<file path="config.mk">
export PLATFORM = sky130hd
export DESIGN_NAME = mk8_gpio_input_debouncer
export DESIGN_NICKNAME = d
export VERILOG_FILES = /design/src/rtl/mk8_gpio_pkg.sv /design/src/rtl/mk8_debounce_bit.sv /design/src/rtl/mk8_gpio_input_debouncer.sv
export SDC_FILE = /design/constraint.sdc
export NUM_CORES = 1
export LEC_CHECK = 0
export BUFFER_PORTS_ARGS = -buffer_cell sky130_fd_sc_hd__clkbuf_2
export CAP_MARGIN = 10
export CORE_MARGIN = 3
export CORE_UTILIZATION = 45
export DETAILED_ROUTE_END_ITERATION = 6
export GPL_ROUTABILITY_DRIVEN = 0
export HOLD_SLACK_MARGIN = 0.12
export PLACE_DENSITY_LB_ADDON = 0.1
export REMOVE_ABC_BUFFERS = 1
export SLEW_MARGIN = 25
export SYNTH_ARGS = -nofsm -noshare
export SYNTH_HDL_FRONTEND = slang
export SYNTH_SLANG_ARGS = --single-unit
</file>
<file path="constraint.sdc">
create_clock -name clk -period 5.1 [get_ports clk]
set_clock_uncertainty 0.1 [all_clocks]
set_input_delay 0.51 -clock clk [delete_from_list [all_inputs] [get_ports clk]]
set_output_delay 0.51 -clock clk [all_outputs]
set_load 0.01 [all_outputs]
</file>
<file path="src/rtl/mk8_gpio_pkg.sv">
// Shared constants for the MK8 GPIO input path: default bus width, synchroniser
// depth and the 1 ms debounce window at 50 MHz.
package mk8_gpio_pkg;

    localparam int MK8_GPIO_WIDTH   = 8;
    localparam int MK8_DEBOUNCE_1MS = 50000;
    localparam int MK8_SYNC_STAGES  = 2;

    // Counter width able to hold 0..cycles, so the terminal value never wraps.
    function automatic int mk8_cnt_width(input int cycles);
        return $clog2(cycles + 1);
    endfunction

endpackage

</file>
<file path="src/rtl/mk8_debounce_bit.sv">
// One debounced input bit: synchroniser chain, consecutive-mismatch counter,
// stable output bit and one-cycle rise/fall pulse flops.
module mk8_debounce_bit
    import mk8_gpio_pkg::*;
#(
    parameter int SYNC_STAGES     = MK8_SYNC_STAGES,
    parameter int DEBOUNCE_CYCLES = MK8_DEBOUNCE_1MS
) (
    input  logic clk,
    input  logic reset,
    input  logic en,
    input  logic i_pin,
    output logic o_stable,
    output logic o_rise,
    output logic o_fall
);

    localparam int CNT_W = mk8_cnt_width(DEBOUNCE_CYCLES);
    localparam logic [CNT_W-1:0] CNT_MAX = CNT_W'(DEBOUNCE_CYCLES - 1);

    logic [SYNC_STAGES-1:0] r_sync;
    logic [CNT_W-1:0]       r_cnt;
    logic                   r_stable;
    logic                   r_rise;
    logic                   r_fall;
    logic                   w_syn;

    assign w_syn = r_sync[SYNC_STAGES-1];

    // The synchroniser always shifts; en only gates the counter and the accepted state.
    // Pulses default low every edge so they last exactly one cycle, and stay low while frozen.
    always_ff @(posedge clk or posedge reset) begin
        if (reset) begin
            r_sync   <= '0;
            r_cnt    <= '0;
            r_stable <= 1'b0;
            r_rise   <= 1'b0;
            r_fall   <= 1'b0;
        end else begin
            r_sync <= {r_sync[SYNC_STAGES-2:0], i_pin};
            r_rise <= 1'b0;
            r_fall <= 1'b0;
            if (en) begin
                if (w_syn == r_stable) begin
                    r_cnt <= '0;
                end else if (r_cnt == CNT_MAX) begin
                    r_stable <= w_syn;
                    r_cnt    <= '0;
                    r_rise   <= w_syn;
                    r_fall   <= ~w_syn;
                end else begin
                    r_cnt <= r_cnt + 1'b1;
                end
            end
        end
    end

    assign o_stable = r_stable;
    assign o_rise   = r_rise;
    assign o_fall   = r_fall;

endmodule

</file>
<file path="src/rtl/mk8_gpio_input_debouncer.sv">
// Debounced input conditioner feeding the LED/GPIO PIO in_port: WIDTH independent
// debounce bits plus a combined change flag for interrupt logic.
module mk8_gpio_input_debouncer
    import mk8_gpio_pkg::*;
#(
    parameter int WIDTH           = MK8_GPIO_WIDTH,
    parameter int SYNC_STAGES     = MK8_SYNC_STAGES,
    parameter int DEBOUNCE_CYCLES = MK8_DEBOUNCE_1MS
) (
    input  logic             clk,
    input  logic             reset,
    input  logic             en,
    input  logic [WIDTH-1:0] pin_in,
    output logic [WIDTH-1:0] in_port,
    output logic [WIDTH-1:0] rise_pulse,
    output logic [WIDTH-1:0] fall_pulse,
    output logic             changed
);

    genvar gi;
    generate
        for (gi = 0; gi < WIDTH; gi++) begin : g_bit
            mk8_debounce_bit #(
                .SYNC_STAGES    (SYNC_STAGES),
                .DEBOUNCE_CYCLES(DEBOUNCE_CYCLES)
            ) u_bit (
                .clk     (clk),
                .reset   (reset),
                .en      (en),
                .i_pin   (pin_in[gi]),
                .o_stable(in_port[gi]),
                .o_rise  (rise_pulse[gi]),
                .o_fall  (fall_pulse[gi])
            );
        end
    endgenerate

    // Built only from registered pulses, so pin_in never reaches an output combinationally.
    assign changed = |(rise_pulse | fall_pulse);

endmodule

</file>
After elaboration in Yosys (flattened, before gate mapping)

Cells that the tools add are included.

Add/sub/neg operators: 8
Equal/unequal tests: 16
Multiplexer cells: 64
Bitwise gates (word level): 17
Reductions and logical operators: 9

Operators with widths:

| operator                | count |
|---|---|
| $mux W16                | 16 |
| $add A16 B1 Y16 const B | 8 |
| $eq A16 B16 Y1 const B  | 8 |
| $mux W1                 | 48 |
| $reduce_and A3 Y1       | 8 |
| $not A1 Y1              | 16 |
| $eq A1 B1 Y1            | 8 |
| $or A8 B8 Y8            | 1 |
| $reduce_or A8 Y1        | 1 |

Bits in registers: 168
Input port bits: 11
Output and inout bits: 25

Depth between registers and ports, before layout

Word-level depth: 4
Mapped depth: 8
Depth with buffers taken out: 6

Cells and area by module

A second synthesis with hierarchy kept.

Cells, all modules: 925
Area, all modules: 8899.8 sq um

By module, submodules not included:

| module                   | times used | cells each | area an instance (sq um) | seq. area each (sq um) |
|---|---|---|---|---|
| mk8_debounce_bit         | 8          | 115        | 1108.6                   | 525.5 |
| mk8_gpio_input_debouncer | 1          | 5          | 31.3                     | 0.0 |

Least setup slack after synthesis

No wires, ideal clock.

Path type: register to register
Start point: register g_bit[4].u_bit.r_cnt[7]
End point: register g_bit[4].u_bit.r_cnt[6]
Library setup time: 121 ps
Arrival: 1827 ps
Required time: 4879 ps
Path slack: 3052 ps
Cell stages (with the launch flop): 8
Buffers on the path: 2
Period minus slack after synthesis: 2048 ps
Cell sequence: dfrtp_1 buf_6 or4b_4 nor4_4 or2_1 buf_4 nor3_1 o22a_1

Word-level cells in the longest chain between the ends: 3

RTL lines:

| what                   | RTL line               | source |
|---|---|---|
| start, declared        | mk8_debounce_bit.sv:22 | `logic [CNT_W-1:0] r_cnt;` |
| start signal, assigned | mk8_debounce_bit.sv:52 | `r_cnt <= r_cnt + 1'b1;` |
| $eq A16 B16 Y1         | mk8_debounce_bit.sv:46 | `end else if (r_cnt == CNT_MAX) begin` |
| $mux W16               | mk8_debounce_bit.sv:46 |  |
| $mux W16               | mk8_debounce_bit.sv:44 | `if (w_syn == r_stable) begin` |

Every way passes these cells.
A chain may end at the register's enable or synchronous reset.

Final worst setup path

Start point: register g_bit[1].u_bit.r_fall
End point: output port changed

Word-level cells in the longest chain between the ends: 2

RTL lines:

| what                   | RTL line                       | source |
|---|---|---|
| start, declared        | mk8_debounce_bit.sv:25         | `logic r_fall;` |
| start signal, assigned | mk8_debounce_bit.sv:50         | `r_fall <= ~w_syn;` |
| $or A8 B8 Y8           | mk8_gpio_input_debouncer.sv:39 | `assign changed = \|(rise_pulse \| fall_pulse);` |
| $reduce_or A8 Y1       | mk8_gpio_input_debouncer.sv:39 |  |
| end, declared          | mk8_gpio_input_debouncer.sv:17 | `output logic changed` |

Every way passes these cells.

==> impl_metrics.toml <==
[cells_and_area]
final_layout_size_suffix_gt1_share_pct = 11.53
antenna_cells = 0
fillers = 1728
area_delta_synth_final_pct = 9.480
post_route_core_utilization_pct = 50.49
finish.instance_area_mm2 = 0.009508
nets = 925
top_library_cells_by_usage_in_the_layout_fill_and_taps_aside = "dfrtp_1, nand2_1, a31oi_1"
layout_commonest_cell = "dfrtp_1"

[placement]
dpl_cell_area_mm2 = 0.008889
port_buffers = 35
detailed_place_hpwl_um = 12980

[yosys]
synthFlopType = "dfrtp_1"
seq_area_frac_synth_pct = 48.41
synth_edf_count = 0
syn-instance-count = 898
post_synthesis_sequential_element_count = 168
synth.distinct_cells = 61
postSynth.asyncResetShare_pct = 100.0
syn_area_mm2 = 0.008685
avgSynthCellArea_um2 = 9.671
synth.yosys.warnings = 0

[route]
drt-initial-drc-count = 433
drt_drc_violations_left = 0
final_antenna_net_count = 0
route.vias.total = 6988
drt_pass1_iterations = 7
wirelength_um = 19410
routed_wire_length_per_instance_um = 16.46
route.detailed.vias_per_inst = 5.927

[global_route]
grt_start_max_net_pins = 88
overflow = 0
grt_pass1_wl_um = 33040
antenna_found_initial = 0
via_count_of_the_first_global_routing_pass = 6667
grtUsageTotal_pct = 18.81

[worst_hold_path]
hold_crit_path_type = "in2async"

[sta]
holdWs_ps = 121.3
timing_worst_slew_pin_value_ps = 969.2
hold_violations = 0
timing.max_slew.rel_slack_pct = 35.15
drv_slew = 0
clock.fmax_mhz = 398.2
period_share_pct = 49.24
grt_setup_unrepaired = "false"
setup_violations = 0
finalCriticalPeriod_ps = 2511

[die]
die_width_um = 144.9
fp.dieH_um = 144.9
fp.dieArea_mm2 = 0.02100
core_area_mm2 = 0.01883
initial_utilization_pct = 46.12
pin_count = 36
row_cnt = 50

[clock_tree]
tritoncts_clock_tree = "done"
cts_bufs_inserted = 17
number_of_post_cts_setup_repair_buffers = 0
cts_htree_levels = 4
clock_tree.root_cell = "clkbuf_16"
cts-root-to-sink-buffers = 2
insertion_delay_ps = 420
tritoncts_sinks = 168
clk_pin_slew_ps = 60

[setup_path]
crit_start = "g_bit[1].u_bit.o_fall"
worstSetupEndpointType = "output port"
worst_ep_required_time_ps = 4490
crit_path_start_kind = "flop"
worst_r2r_startpoint = "g_bit[3].u_bit.r_cnt[0]"
path_class = "reg2out"
cp_data_arrival_time_ps = 1900
path_max_fanout = 2
worst_setup_slack_for_register_to_register_paths_ps = 2630

[power_and_ir_drop]
p_leak_nw = 4.010
irDropWorstVdd_mv = 0.2399
powerDensity_mw_per_mm2 = 288.8

[outcome]
run_status = "finished clean"

[job]
maxCapViolCount = 0
## flip-flops by register name (all words and copies together), names as in the netlist
register,flops
g_bit.u_bit.o_stable,8
g_bit.u_bit.o_fall,8
g_bit.u_bit.o_rise,8
g_bit.u_bit.r_sync,16
g_bit.u_bit.r_cnt,128
## metrics by stage
stage / total power, mW / setup slack (ps) / setup TNS (ps) / cells
after global placement: 1.570 / 2410 / 0 / 1140
after detailed placement: 1.575 / 2369 / 0 / 1140
after CTS: 2.785 / 2464 / 0 / 1179
after global routing: 2.876 / 2429 / 0 / 1179
final: 2.746 / 2589 / 0 / 1179
after floorplan: 1.513 / -56.73 / -9531 / 837
## critical path, cell delays in order, from the launching register on
cell,delay [ps]
dfrtp_1,440
nor4_1,700
nand4_1,160
clkbuf_2,180
## what timing repair did
| item | CTS | global route |
|---|---|---|
| hold endpoints to repair | 7 | 0 |
| resized for setup | 0 | 0 |
| hold buffers | 7 | 0 |
## path summary, 6_finish.rpt
path,depth (start not counted),end
max,3,changed
min,2,g_bit[6].u_bit.r_cnt[3]
max reg2reg,6,g_bit[3].u_bit.r_cnt[10]
min reg2reg,0,g_bit[5].u_bit.r_sync[1]
max in group asynchronous,3,g_bit[7].u_bit.r_cnt[1]
min in group clk,1,g_bit[4].u_bit.r_sync[0]
## logic make-up after synthesis
logic type      count (synthesis)  share of synthesized area, %
compound gates                221                         16.14
xor+xnor                       20                         2.017
fa+ha+maj                       8                         1.153
buf+inv                        73                         4.711
flops                         168                         48.41
mux                            21                         2.550
simple gates                  387                         25.02
## cells in the mapped netlist, drive strengths merged (13+ instances only)
cell type  instances  area [µm²]
nor4              19       215.2
a31oi             69       431.7
nor2              51       201.4
o21ai             51       255.3
nor3              24       120.1
dfrtp            168        4204
nand4             29       181.4
xor2              13       113.9
a21oi             43       215.2
buf               40       285.3
nor3b             17       127.6
and3              19       118.9
a22o              22       192.7
nand2            109       409.1
clkbuf            21       78.83
nand3             53       265.3
## final cells by class
cell class                      count  area, µm²  share of cell area (%)
Timing Repair Buffer               50      307.8                   3.237
Inverter                           12      50.05                  0.5264
Multi-Input combinational cell    657       4071                   42.82
Tap cell                          260      325.3                   3.422
Clock inverter                      6      40.04                  0.4211
Clock buffer                       26      509.2                   5.356
Sequential cell                   168       4204                   44.22
## metal layers
layer / track usage, % / vias up / part of all wire, %
met4: 5.558 / 0 / 1.4
met1: 26.74 / 3442 / 48
met5: 0 / - / 0
met3: 3.685 / 16 / 3.9
met2: 29.44 / 154 / 46
li1: - / 3376 / -
## where the power goes
part           total (mW)  leakage (nW)  internal (mW)  switching, mW
clock network        1.19         0.259          0.687          0.505
registers            1.40          2.29           1.36         0.0348
logic               0.156          1.46         0.0517          0.104
total                2.75          4.01           2.10          0.645
Power figures use the tool's default switching activity.
